File: src/rtl/uart_rx_parser.sv
// 8N1 UART receiver feeding an ASCII-decimal line parser that yields a 19-bit value per "\n".
// rx_valid/frame_err one cycle after the stop sample, value_valid/parse_err one cycle after the "\n" byte; no backpressure.
module uart_rx_parser #(
   parameter int CLK        = 50000000,
   parameter int BAUD       = 115200,
   parameter int MAX_DIGITS = 6
) (
   input  logic        clk,
   input  logic        rst,
   input  logic        UART_rx,
   output logic [7:0]  rx_data,
   output logic        rx_valid,
   output logic        frame_err,
   output logic [18:0] value,
   output logic        value_valid,
   output logic        parse_err
);
   localparam int BIT_CNT = CLK / BAUD;
   localparam int HALF    = BIT_CNT / 2;
   localparam int CNT_W   = (BIT_CNT > 1) ? $clog2(BIT_CNT) : 1;
   localparam int DCNT_W  = $clog2(MAX_DIGITS + 1);

   localparam logic [CNT_W-1:0]  HALF_LAST = CNT_W'(HALF - 1);
   localparam logic [CNT_W-1:0]  BIT_LAST  = CNT_W'(BIT_CNT - 1);
   localparam logic [DCNT_W-1:0] DCNT_MAX  = DCNT_W'(MAX_DIGITS);

   localparam logic [2:0] S_IDLE      = 3'd0;
   localparam logic [2:0] S_START     = 3'd1;
   localparam logic [2:0] S_DATA      = 3'd2;
   localparam logic [2:0] S_STOP      = 3'd3;
   localparam logic [2:0] S_WAIT_HIGH = 3'd4;

   localparam logic P_ACCUM   = 1'b0;
   localparam logic P_DISCARD = 1'b1;

   logic              rx_s1;
   logic              rx_s2;
   logic              rx_d;
   logic [2:0]        rx_state;
   logic [CNT_W-1:0]  baud_cnt;
   logic [2:0]        bit_idx;
   logic [7:0]        shreg;
   logic              p_state;
   logic [19:0]       acc;
   logic [DCNT_W-1:0] dcnt;
   logic              is_digit;
   logic              is_skip;

   always_ff @(posedge clk) begin
      if (rst) begin
         rx_s1 <= 1'b1;
         rx_s2 <= 1'b1;
         rx_d  <= 1'b1;
      end else begin
         rx_s1 <= UART_rx;
         rx_s2 <= rx_s1;
         rx_d  <= rx_s2;
      end
   end

   always_ff @(posedge clk) begin
      if (rst) begin
         rx_state  <= S_IDLE;
         baud_cnt  <= '0;
         bit_idx   <= '0;
         shreg     <= '0;
         rx_data   <= '0;
         rx_valid  <= 1'b0;
         frame_err <= 1'b0;
      end else begin
         rx_valid  <= 1'b0;
         frame_err <= 1'b0;
         case (rx_state)
            S_IDLE: begin
               if (rx_d && !rx_s2) begin
                  rx_state <= S_START;
                  baud_cnt <= '0;
               end
            end
            S_START: begin
               // mid-start-bit check rejects glitches shorter than half a bit
               if (baud_cnt == HALF_LAST) begin
                  baud_cnt <= '0;
                  bit_idx  <= '0;
                  rx_state <= rx_s2 ? S_IDLE : S_DATA;
               end else begin
                  baud_cnt <= baud_cnt + CNT_W'(1);
               end
            end
            S_DATA: begin
               if (baud_cnt == BIT_LAST) begin
                  baud_cnt <= '0;
                  shreg    <= {rx_s2, shreg[7:1]};
                  if (bit_idx == 3'd7) begin
                     rx_state <= S_STOP;
                  end else begin
                     bit_idx <= bit_idx + 3'd1;
                  end
               end else begin
                  baud_cnt <= baud_cnt + CNT_W'(1);
               end
            end
            S_STOP: begin
               if (baud_cnt == BIT_LAST) begin
                  baud_cnt <= '0;
                  if (rx_s2) begin
                     rx_data  <= shreg;
                     rx_valid <= 1'b1;
                     rx_state <= S_IDLE;
                  end else begin
                     frame_err <= 1'b1;
                     rx_state  <= S_WAIT_HIGH;
                  end
               end else begin
                  baud_cnt <= baud_cnt + CNT_W'(1);
               end
            end
            S_WAIT_HIGH: begin
               if (rx_s2) begin
                  rx_state <= S_IDLE;
               end
            end
            default: rx_state <= S_IDLE;
         endcase
      end
   end

   assign is_digit = (rx_data >= 8'h30) && (rx_data <= 8'h39);
   assign is_skip  = (rx_data == 8'h0D) || (rx_data == 8'h20);

   always_ff @(posedge clk) begin
      if (rst) begin
         p_state     <= P_ACCUM;
         acc         <= '0;
         dcnt        <= '0;
         value       <= '0;
         value_valid <= 1'b0;
         parse_err   <= 1'b0;
      end else begin
         value_valid <= 1'b0;
         parse_err   <= 1'b0;
         if (rx_valid) begin
            if (rx_data == 8'h0A) begin
               if (p_state == P_ACCUM && dcnt != '0 && acc <= 20'h7FFFF) begin
                  value       <= acc[18:0];
                  value_valid <= 1'b1;
               end else begin
                  parse_err <= 1'b1;
               end
               acc     <= '0;
               dcnt    <= '0;
               p_state <= P_ACCUM;
            end else if (!is_skip && p_state == P_ACCUM) begin
               if (!is_digit || dcnt == DCNT_MAX) begin
                  p_state <= P_DISCARD;
               end else begin
                  // product kept 24 bits wide before narrowing back to the accumulator
                  acc  <= 20'(({4'b0, acc} * 24'd10) + {20'b0, rx_data[3:0]});
                  dcnt <= dcnt + DCNT_W'(1);
               end
            end
         end
      end
   end
endmodule

File: config.mk
export PLATFORM = sky130hd
export DESIGN_NAME = uart_rx_parser
export DESIGN_NICKNAME = d
export VERILOG_FILES = /design/src/rtl/uart_rx_parser.sv
export SDC_FILE = /design/constraint.sdc
export NUM_CORES = 1
export LEC_CHECK = 0
export BUFFER_PORTS_ARGS = -buffer_cell sky130_fd_sc_hd__buf_2
export CAP_MARGIN = 40
export CORE_UTILIZATION = 38
export CTS_CLUSTER_DIAMETER = 40
export DETAILED_ROUTE_END_ITERATION = 10
export HOLD_SLACK_MARGIN = 0.1
export SLEW_MARGIN = 20
export SYNTH_ARGS = -nofsm -noshare
export SYNTH_HDL_FRONTEND = slang
export SYNTH_SLANG_ARGS = --single-unit
File: constraint.sdc
create_clock -name clk -period 3.2 [get_ports clk]
set_input_delay 0.8 -clock clk [delete_from_list [all_inputs] [get_ports clk]]
set_output_delay 0.8 -clock clk [all_outputs]
set_load 0.01 [all_outputs]
### Word level (Yosys, flattened, before mapping)

Index checks and enable logic that the tools add are counted.

| storage, ports and cells | value |
|---|---|
| logic and storage cells | 105 |
| register bits after elaboration | 81 |
| output and inout port bits | 31 |
| input bits | 3 |

| cells by class | value |
|---|---|
| equality and inequality tests | 19 |
| bitwise operators | 5 |
| add/sub/neg operators | 4 |
| multiplexer cells | 30 |
| reductions and logical operators | 27 |
| order comparisons | 3 |
| $mul | 1 |

Operator list:

| operator | count |
|---|---|
| 20-bit two-way mux | 3 |
| 3-bit two-way mux | 13 |
| 9-bit two-way mux | 3 |
| 9-bit case mux with 3 select lines | 1 |
| 20-bit by 4-bit adder with 20-bit output | 1 |
| 20-bit by 19-bit less-or-equal comparator with 1-bit output (second input constant) | 1 |
| 20-bit by 3-bit multiplier with 19-bit output (second input constant) | 1 |
| 8-bit by 4-bit == test with 1-bit output (second input constant) | 2 |
| 2-bit != test (second input constant) | 8 |
| 3-bit case mux with 5 select lines | 1 |
| 3-bit AND reduction | 4 |
| 9-bit by 1-bit adder with 9-bit output (second input constant) | 1 |
| 3-bit == test (second input constant) | 3 |
| 9-bit by 8-bit == test with 1-bit output (second input constant) | 1 |
| 9-bit == test (second input constant) | 1 |
| 8-bit by 6-bit == test with 1-bit output (second input constant) | 1 |
| 8-bit by 6-bit greater-or-equal comparator with 1-bit output (second input constant) | 1 |
| 8-bit by 6-bit less-or-equal comparator with 1-bit output (second input constant) | 1 |
| 1-bit two-way mux | 7 |
| 3-bit by 1-bit adder with 3-bit output (second input constant) | 2 |
| 3-bit by 2-bit == test with 1-bit output (second input constant) | 2 |
| 3-bit case mux with 2 select lines | 1 |
| 6-bit AND reduction | 1 |
| 2-bit nonzero test | 3 |
| other kinds (12) | 26 |

### Longest topological paths before layout

Gate-level depths: netlist of the first run.

| logic depth | value |
|---|---|
| word-level depth | 7 |
| gate-level depth with buffers | 12 |
| gate-level depth less buffers | 12 |

### Worst setup path after synthesis of the first run

OpenSTA, ideal clock, no wires.

| timing path | value |
|---|---|
| path type | reg2reg |
| from | reg acc[1] |
| to | reg acc[19] |
| cell stages (with the launch flop) | 13 |
| setup time | 118 ps |
| arrival | 2,841 ps |
| clock period less this slack | 2,959 ps |
| path slack | 241 ps |
| data required time | 3,082 ps |
| path buffers | 0 |
| cells stage by stage | dfxtp_1 ha_1 ha_1 fa_1 a211oi_2 o21ai_1 a311o_1 a31o_1 a21oi_1 xnor2_1 nand4_1 xnor2_1 o21ai_1 |

| on the way | value |
|---|---|
| longest elaborated chain between the ends | 5 |

RTL lines:

| item | RTL line | text |
|---|---|---|
| from (decl) | 44 | `logic [19:0] acc;` |
| from (signal assigned) | 158 | `acc <= 20'(({4'b0, acc} * 24'd10) + {20'b0, rx_data[3:0]});` |
| 20-bit by 3-bit multiplier with 19-bit output | 158 |  |
| 20-bit by 4-bit adder with 20-bit output | 158 |  |
| 20-bit two-way mux | 154 | `if (!is_digit \|\| dcnt == DCNT_MAX) begin` |
| 20-bit two-way mux | 153 | `end else if (!is_skip && p_state == P_ACCUM) begin` |
| 20-bit two-way mux | 143 | `if (rx_data == 8'h0A) begin` |

Every way passes these cells. The select of a mux whose other input is x is not followed.
A chain may end at the register's enable or synchronous reset.

### Final worst setup path of the first run

Ends and elaborated chain as after synthesis.

==> results of run 1 <==
routing by layer:
layer | wire length [um] | up-vias | global-route usage [%]
met5 | 0 | - | 0
met4 | 130 | 0 | 4.66
met3 | 301 | 12 | 3.94
met2 | 4510 | 57 | 27.3
met1 | 4920 | 1733 | 22.1
li1 | - | 1973 | -
registers in the layout, summed over array words and instances, names as in the netlist, 3 cells and up:
register,count
rx_data,8
value,19
rx_state,3
bit_idx,3
acc,20
dcnt,3
baud_cnt,9
shreg,8
what timing repair did:
item | in CTS | in global routing
endpoints found under the setup margin | 0 | 3
buffers inserted | 0 | 0
gates resized for setup | 0 | 3
hold buffers | 0 | 0
area by class of cell:
class                      instances  area [um^2]  share of cell area (%)
clock inverter                     4         28.8                   0.559
inverter                          12         45.0                   0.874
clock buffer                      12          246                    4.79
tap                              143          179                    3.47
multi-input combinational        429         2790                    54.2
sequential                        81         1620                    31.5
timing repair buffer              41          238                    4.62
synth_stat cells, types with 3 or more instances:
| cell | n | area share [%] |
|---|---|---|
| nand3_1 | 19 | 2.1 |
| dfxtp_1 | 81 | 36 |
| nor3_1 | 13 | 1.4 |
| nor4_1 | 7 | 0.97 |
| or3_1 | 3 | 0.42 |
| a211oi_1 | 3 | 0.50 |
| inv_1 | 12 | 1.0 |
| a211oi_2 | 3 | 0.83 |
| nand2b_1 | 4 | 0.55 |
| o21bai_1 | 3 | 0.50 |
| and3_1 | 6 | 0.83 |
| nand4b_1 | 3 | 0.58 |
| nand2_1 | 75 | 6.2 |
| mux2i_1 | 16 | 3.6 |
| or2_2 | 4 | 0.55 |
| nor2_1 | 62 | 5.2 |
| ha_1 | 42 | 12 |
| o21ai_1 | 3 | 0.33 |
| a21oi_1 | 54 | 6.0 |
| o21ai_0 | 16 | 1.8 |
| nand4_1 | 11 | 1.5 |
| xnor2_1 | 24 | 4.7 |
| a31oi_1 | 8 | 1.1 |
| nor2b_1 | 4 | 0.55 |
| clkbuf_1 | 15 | 1.2 |
| xor2_1 | 15 | 2.9 |
| a21o_1 | 3 | 0.50 |
kinds of logic after synthesis:
group,count (synthesis),synth area share (%)
muxes,16,3.55
AOI/OAI and AO/OA,107,14.5
and+or+nand+nor,223,23.2
adders and majority gates,44,12.5
DFF,81,36.0
xor gates and xnor gates,39,7.57
buffers and inverters,31,2.64
worst min path at each step:
stage / startpoint / endpoint / slack (ns) / cells after the start
detailed placement: rx_s1$_SDFF_PP1_ / rx_s2$_SDFF_PP1_ / 0.40 / 1
global route: rx_s1$_SDFF_PP1_ / rx_s2$_SDFF_PP1_ / 0.42 / 1
finish: rx_s1$_SDFF_PP1_ / rx_s2$_SDFF_PP1_ / 0.41 / 1
CTS: rx_s1$_SDFF_PP1_ / rx_s2$_SDFF_PP1_ / 0.41 / 1
global placement: rx_s1$_SDFF_PP1_ / rx_s2$_SDFF_PP1_ / 0.39 / 1
floorplan: rx_s1$_SDFF_PP1_ / rx_s2$_SDFF_PP1_ / 0.39 / 1
power groups by stage:
stage | clock, mW | sequential [mW] | combinational, mW
CTS | 0.975 | 1.02 | 0.0491
finish | 0.947 | 1.02 | 0.0485
floorplan | 0 | 1.04 | 0.0363
detailed placement | 0 | 1.04 | 0.0488
global route | 1.02 | 1.02 | 0.0545
global placement | 0 | 1.04 | 0.0484
through the flow:
step | setup slack (ns) | utilization (%) | hold WS [ns] | instance area (um^2) | total power, mW
6_report | 0.193 | 44.7 | 0.413 | 5150 | 2.01
3_5_place_dp | 0.0849 | 42.1 | 0.397 | 4850 | 1.09
4_1_cts | 0.0651 | 44.5 | 0.411 | 5130 | 2.04
2_1_floorplan | 0.241 | - | 0.389 | 4510 | 1.08
3_3_place_gp | 0.0874 | 42.1 | 0.391 | 4850 | 1.09
5_1_grt | 0.0133 | 44.7 | 0.423 | 5150 | 2.09
worst register-to-register path: stages, from the launching register on:
cell      delay, ns
dfxtp_1        0.31
ha_1           0.29
ha_1           0.23
fa_2           0.38
a211oi_2       0.23
o21ai_1        0.15
a311o_1        0.40
a31o_1         0.22
a21oi_1        0.17
xnor2_1        0.17
nand4_1        0.13
xnor2_1        0.16
o21ai_1        0.07
==> out/metrics.yaml, run 1 <==
sta:
  rsz0062_at_grt: "false"
  worst_pin_slew_ns: 0.745
  slew_violations: 0
  finalHoldViolCount: 0
  skew_ns: 0.00525
  max_freq_mhz: 333
  fin_crit_ns: 3.01
  fin_setup_tns_ns: 0
  relSlewSlack_pct: 50.2
  setup_viol: 0
  fin_crit_sh_pct: 94.0
clocking:
  cts_buffer_depth: 2
  numCtsBuffers: 9
  htreeDepth: 3
  cts_sinks: 81
  clkSlewWorstSetupHoldPaths_ns: 0.06
  cts_tree: "built"
  clkLatencyLatePin_ns: 0.33
  root_buffer: "clkbuf_16"
floorplanning:
  die_h_um: 111
  start_util_pct: 39.2
  die-width_um: 111
  die_area_mm2: 0.0123
  core-area_mm2: 0.0115
  row_count: 39
  ios: 34
place:
  dp_hpwl_um: 7200
  place_inst: 706
  gp_congestion: 0.881
  numPortBuffers: 33
global_route:
  grt_overflow: 0
  first_global_vias: 3617
  grt_start_max_net_pins: 38
  track_usage_pct: 16.8
  antenna_found_initial: 0
  grt_first_pass_wirelength_um: 16900
outcome:
  status: "finished with violations"
  violations: "design-rule violations"
drt:
  routedWlPerCell_um: 13.7
  via_per_inst: 5.23
  drt_iter0_drc: 195
  wl_um: 9860
  drtPass1Iterations: 7
  vias: 3775
  postRouteAntennaNets: 0
  drc: 4
setup_path:
  startpoint_type: "register"
  cp_num_cells: 12
  crit_path_max_incr_delay_ns: 0.40
  crit_buf_inv: 0
  arrival_ns: 3.22
  r2r_slack_ns: 0.19
  r2r_cells: 12
  rr_startpoint: "acc[1]$_SDFFE_PP0P_"
  slowest_stage: "a311o_1"
  worstSetupEndpoint: "acc[19]$_SDFFE_PP0P_"
  crit_family: "compound AO/OA/AOI/OAI gates"
  cp_max_fo: 3
  critPathCaptureType: "register"
  cp_cell_sequence: "ha_1 -> ha_1 -> fa_2 -> a211oi_2 -> o21ai_1 -> a311o_1 -> a31o_1 -> a21oi_1 -> xnor2_1 -> nand4_1 -> xnor2_1 -> o21ai_1"
  crit_type: "reg2reg"
  startpoint: "acc[1]$_SDFFE_PP0P_"
  rr_endpoint: "acc[19]$_SDFFE_PP0P_"
  crit_required_ns: 3.42
cells_and_area:
  diodes: 0
  nFillCells: 1165
  mostFrequentLayoutCell: "dfxtp_1"
  stdcell_count: 722
  drive_above_1_share_pct: 12.4
  area_growth_pct: 14.2
  fin_nets: 621
  final_cell_mix: "dfxtp_1 (81), nand2_1 (75), nor2_1 (62)"
power:
  p_leak_nw: 2.10
  p_int_mw: 1.57
  netSwitchingFraction_pct: 21.8
  pwr-share-clk_pct: 47.0
  power_switching_mw: 0.440
  p_per_area_mw_per_mm2: 391
  power_frac_seq_pct: 50.6
  peakVddDrop_mv: 0.327
  p_comb_share_pct: 2.4
flow_run:
  maxCapViolCount: 0
yosys:
  ys_ff_latch: 81
  synth_cells: 541
  ys.flop_type: "dfxtp_1"
  yosysWarningCount: 0
  synth_nets: 588
  syn_area_mm2: 0.00451
  syn_avg_cell_area_um2: 8.34
  ys_async_sr_fraction_pct: 0
  ys_types: 52
  synth_edf_count: 0
  synth.yosys.seq_area_share_pct: 36.0
hold_path:
  hold_path_class: "reg2reg"
Power figures use the tool's default switching activity.
==> run 2, diff against run 1 <==
- clock period: 3.2 -> 2.45 ns (I/O delays scaled with it)
==> run 2 against run 1 <==
Effect of this change:
- the flow finishes with violations (design-rule violations, negative setup slack)
- clock skew rose by 0.0014 ns
- global-route usage rose by 2.1 points
- die area stayed put
- critical path type unchanged
- largest power group is now the clock network
- highest routed layer unchanged
==> out/metrics.yaml, run 2 (synthesized netlist as in run 1, its figures left out) <==
place:
  dp_hpwl_um: 8050
  gp_congestion: 0.861
  placed_cell_area_mm2: 0.00540
  place_ws_ns: -0.452
  numPortBuffers: 33
drt:
  wl_um: 11200
  postRouteAntennaNets: 0
  drtPass1Iterations: 7
  drc: 5
  drt_iter0_drc: 185
  vias: 4147
  routedWlPerCell_um: 14.1
  via_per_inst: 5.24
floorplanning:
  ios: 34
  die-width_um: 111
  die_area_mm2: 0.0123
  core-area_mm2: 0.0115
  row_count: 39
  die_h_um: 111
  start_util_pct: 39.2
global_route:
  grt_start_max_net_pins: 33
  antenna_found_initial: 0
  top_usage_layer: "met2"
  first_global_vias: 3921
  grt_first_pass_wirelength_um: 18600
  use_met2_pct: 31.4
  gr-usage-met1_pct: 23.8
  track_usage_pct: 18.8
  globalRouteMet3Util_pct: 3.83
  grt_overflow: 0
clocking:
  clkSlewWorstSetupHoldPaths_ns: 0.07
  root_buffer: "clkbuf_16"
  htreeDepth: 3
  cts_sinks: 81
  numCtsBuffers: 9
  cts_tree: "built"
  cts_buffer_depth: 2
  clkLatencyLatePin_ns: 0.34
sta:
  hold_ws_ns: 0.411
  worst_pin_slew_ns: 0.600
  slew_violations: 0
  finalWorstSetupSlack_ns: -0.375
  skew_ns: 0.00670
  fin_crit_sh_pct: 115
  finalHoldViolCount: 0
  setup_viol: 12
  max_freq_mhz: 354
  relSlewSlack_pct: 59.9
  fin_crit_ns: 2.82
  rsz0062_at_grt: "true"
power:
  peakVddDrop_mv: 0.391
  p_leak_nw: 2.53
  p_per_area_mw_per_mm2: 497
cells_and_area:
  largest_register: "acc"
  fin_nets: 691
  diodes: 0
  fin_area_mm2: 0.00600
  reg_top3: "acc (20), value (19), baud_cnt (9)"
  utilization_pct: 52.1
  largest_register_ffs: 20
  drive_above_1_share_pct: 28.8
  final_cell_mix: "dfxtp_1 (76), buf_4 (75), nand2_1 (72)"
  area_growth_pct: 33.0
  mostFrequentLayoutCell: "dfxtp_1"
setup_path:
  crit_family: "compound AO/OA/AOI/OAI gates"
  crit_type: "reg2reg"
  crit_required_ns: 2.68
  crit_path_max_incr_delay_ns: 0.37
  arrival_ns: 3.05
  crit_buf_inv: 0
  startpoint_type: "register"
  cp_cell_sequence: "ha_4 -> ha_4 -> fa_2 -> a211oi_4 -> o21ai_2 -> a311o_1 -> a31o_1 -> a21oi_2 -> xnor2_1 -> nand4_1 -> xnor2_1 -> o21ai_1"
  critPathCaptureType: "register"
  slowest_stage: "fa_2"
  cp_max_fo: 3
outcome:
  status: "finished with violations"
  violations: "design-rule violations, negative setup slack"
hold_path:
  hold_path_class: "reg2reg"
flow_run:
  maxCapViolCount: 0
[run 2: cell count changes in the layout (fill, tap and decap cells not counted), moves of 4 or more]
cell | previous run | this run
buf_4 | 7 | 75
a21oi_1 | 54 | 45
a21oi_2 | 1 | 10
ha_1 | 42 | 33
ha_4 | 0 | 7
xnor2_1 | 24 | 17
xnor2_2 | 0 | 7
dfxtp_1 | 81 | 76
dfxtp_2 | 0 | 4
[run 2: report_power, final]
group          switching, mW  leakage (nW)  internal, mW
registers            0.00837         0.656          1.32
clock network          0.581         0.167          1.01
logic                 0.0451          1.71        0.0201
total                  0.635          2.53          2.35
[run 2: layer usage]
metal  wire (um)  vias to the layer above
met5           0                        -
met4         207                        0
met3         484                       16
met2        5330                       98
met1        5150                     1926
li1            -                     2107
[run 2: final timing paths]
path	start	cells past startpoint	slack, ns	to
worst max-delay path	acc[3]$_SDFFE_PP0P_	12	-0.37	acc[19]$_SDFFE_PP0P_
worst min-delay path	rx_s1$_SDFF_PP1_	1	0.41	rx_s2$_SDFF_PP1_
worst max register to register	acc[3]$_SDFFE_PP0P_	12	-0.37	acc[19]$_SDFFE_PP0P_
worst min register to register	rx_s1$_SDFF_PP1_	1	0.41	rx_s2$_SDFF_PP1_
[run 2: what timing repair did]
action,in CTS,in global routing
hold buffers,0,0
pin swaps,14,14
gates cloned,0,0
setup buffers,4,2
resized for setup,11,35
setup endpoints to repair,12,15
[run 2: worst register-to-register path, cell delays in order, from the launching register on]
cell,delay [ns]
dfxtp_4,0.36
ha_4,0.24
ha_4,0.16
fa_2,0.37
a211oi_4,0.26
o21ai_2,0.11
a311o_1,0.31
a31o_1,0.24
a21oi_2,0.13
xnor2_1,0.15
nand4_1,0.14
xnor2_1,0.18
o21ai_1,0.08
[run 2: final cells by class]
cell class                      count  area [um^2]
Clock inverter                      7          124
Clock buffer                        9          225
Tap cell                          143          179
Multi-Input combinational cell    429         3030
Inverter                           12         45.0
Fill cell                        1088         5520
Sequential cell                    81         1630
Timing Repair Buffer              111          762
[run 2: per-stage QoR]
stage	power [mW]	TNS (ns)	cells
after global routing	3.08	-4.23	792
after detailed placement	1.43	-2.26	772
after CTS	3.02	-3.62	790
after floorplan	1.41	-0.700	541
after global placement	1.42	-1.85	772
final	2.98	-2.75	792
==> run 3, diff against run 2 <==
- CORE_MARGIN: unset -> 2
==> run 3 against run 2 <==
Effect of this change:
- the run still ends with design-rule violations, negative setup slack left
- wire length increased by 1.1%
- non-clock buffer count decreased by 2
- core utilization decreased by 1.3 points
- total power decreased by 10%
- combinational power increased by 0.6%
- critical endpoint unchanged
- largest power group is now registers
- critical path type unchanged
==> out/metrics.yaml, run 3 (synthesized netlist as in run 1, its figures left out) <==
drt:
  vias: 4093
  drc: 3
  postRouteAntennaNets: 0
  via_per_inst: 5.18
  wl_um: 11300
  routedWlPerCell_um: 14.3
  drtPass1Iterations: 8
  drt_iter0_drc: 195
cells_and_area:
  final_cell_mix: "buf_4 (76), dfxtp_1 (75), nand2_1 (73)"
  drive_above_1_share_pct: 27.8
  largest_register: "acc"
  fin_area_mm2: 0.00585
  nFillCells: 1086
  largest_register_ffs: 20
  diodes: 0
  register_area_mm2: 0.00163
  fin_nets: 689
  reg_top3: "acc (20), value (19), baud_cnt (9)"
  area_growth_pct: 29.7
  multi_input_area_mm2: 0.00298
  mostFrequentLayoutCell: "buf_4"
global_route:
  grt_overflow: 0
  grt_first_pass_wirelength_um: 18600
  track_usage_pct: 18.0
  first_global_vias: 3920
  antenna_found_initial: 0
  grt_start_max_net_pins: 32
floorplanning:
  start_util_pct: 39.2
  die_area_mm2: 0.0128
  die-width_um: 113
  ios: 34
  die_h_um: 113
  row_count: 39
  core-area_mm2: 0.0115
clocking:
  clkSlewWorstSetupHoldPaths_ns: 0.06
  numCtsBuffers: 9
  cts_buffer_depth: 2
  cts_sinks: 81
  clkLatencyLatePin_ns: 0.34
  cts_hold_buf: 0
  root_buffer: "clkbuf_16"
  htreeDepth: 3
  cts_tree: "built"
place:
  place_ws_ns: -0.419
  placed_cell_area_mm2: 0.00539
  dp_hpwl_um: 8040
  numPortBuffers: 33
  gp_congestion: 0.863
flow_run:
  maxCapViolCount: 0
sta:
  worst_pin_slew_ns: 0.615
  setup_viol: 12
  relSlewSlack_pct: 59.0
  finalWorstSetupSlack_ns: -0.421
  skew_ns: 0.00451
  slew_violations: 0
  max_freq_mhz: 348
  rsz0062_at_grt: "true"
  finalHoldViolCount: 0
  fin_crit_ns: 2.87
  fin_crit_sh_pct: 117
setup_path:
  slowest_stage: "fa_2"
  cp_max_fo: 3
  crit_path_max_incr_delay_ns: 0.38
  cp_cell_sequence: "ha_4 -> ha_4 -> fa_2 -> a211oi_4 -> o21ai_2 -> a311o_1 -> a31o_1 -> a21oi_2 -> xnor2_1 -> nand4_1 -> xnor2_1 -> o21ai_1"
  crit_required_ns: 2.68
  critPathCaptureType: "register"
  crit_type: "reg2reg"
  r2r_slack_ns: -0.42
  arrival_ns: 3.10
  startpoint_type: "register"
power:
  power_frac_seq_pct: 49.7
  netSwitchingFraction_pct: 23.2
  p_leak_nw: 2.48
  peakVddDrop_mv: 0.315
  power_switching_mw: 0.621
  p_per_area_mw_per_mm2: 458
  pwr-share-clk_pct: 47.9
  p_int_mw: 2.06
  p_comb_share_pct: 2.5
  power.total_mw: 2.68
outcome:
  violations: "design-rule violations, negative setup slack"
  status: "finished with violations"
hold_path:
  hold_path_class: "reg2reg"
[run 3: routing by layer]
layer,track usage [%],part of all wire (%),vias up
li1,-,-,2102
met1,23.4,48,1907
met2,30.5,47,70
met3,2.95,2.7,14
met4,6.26,1.9,0
met5,0,0,-
[run 3: cell type report]
class	count	area share (%)
clock buffers	10	4.08
clock inverters	6	0.684
inverters	12	0.770
multi-input cells	429	51.0
flip-flops and latches	81	27.8
well taps	143	3.06
repair buffers	109	12.6
[run 3: through the flow]
step           utilization (%)  setup TNS, ns  cells  hold slack, ns
2_1_floorplan                -         -0.700    541           0.389
6_report                  50.8          -3.03    790           0.412
4_1_cts                   50.1          -3.60    790           0.414
3_5_place_dp              46.8          -2.76    770           0.399
3_3_place_gp              46.8          -2.13    770           0.392
5_1_grt                   50.8          -4.88    790           0.429
[run 3: worst max-delay path: cells and delay by family, from the launching register on]
family | cells | cell delay [ns]
adders and majority gates | 3 | 0.79
xor gates and xnor gates | 2 | 0.33
DFF | 1 | 0.34
AOI/OAI and AO/OA | 6 | 1.14
and+or+nand+nor | 1 | 0.15
[run 3: repair_timing]
item	4_1_cts	5_1_grt
gates cloned	0	0
setup endpoints to repair	14	19
pin swaps	11	12
resized for setup	14	21
buffers inserted	4	0
[run 3: power groups by stage]
stage,logic [mW],registers (mW),clock network (mW)
CTS,0.0656,1.33,1.31
floorplan,0.0474,1.36,0
global placement,0.0642,1.36,0
detailed placement,0.0655,1.36,0
finish,0.0657,1.33,1.28
global route,0.0726,1.33,1.36
[run 3: worst paths after layout]
path | depth (start not counted) | endpoint | start
min | 1 | rx_s2$_SDFF_PP1_ | rx_s1$_SDFF_PP1_
max reg2reg | 12 | acc[19]$_SDFFE_PP0P_ | acc[3]$_SDFFE_PP0P_
min reg2reg | 1 | rx_s2$_SDFF_PP1_ | rx_s1$_SDFF_PP1_
max | 12 | acc[19]$_SDFFE_PP0P_ | acc[3]$_SDFFE_PP0P_
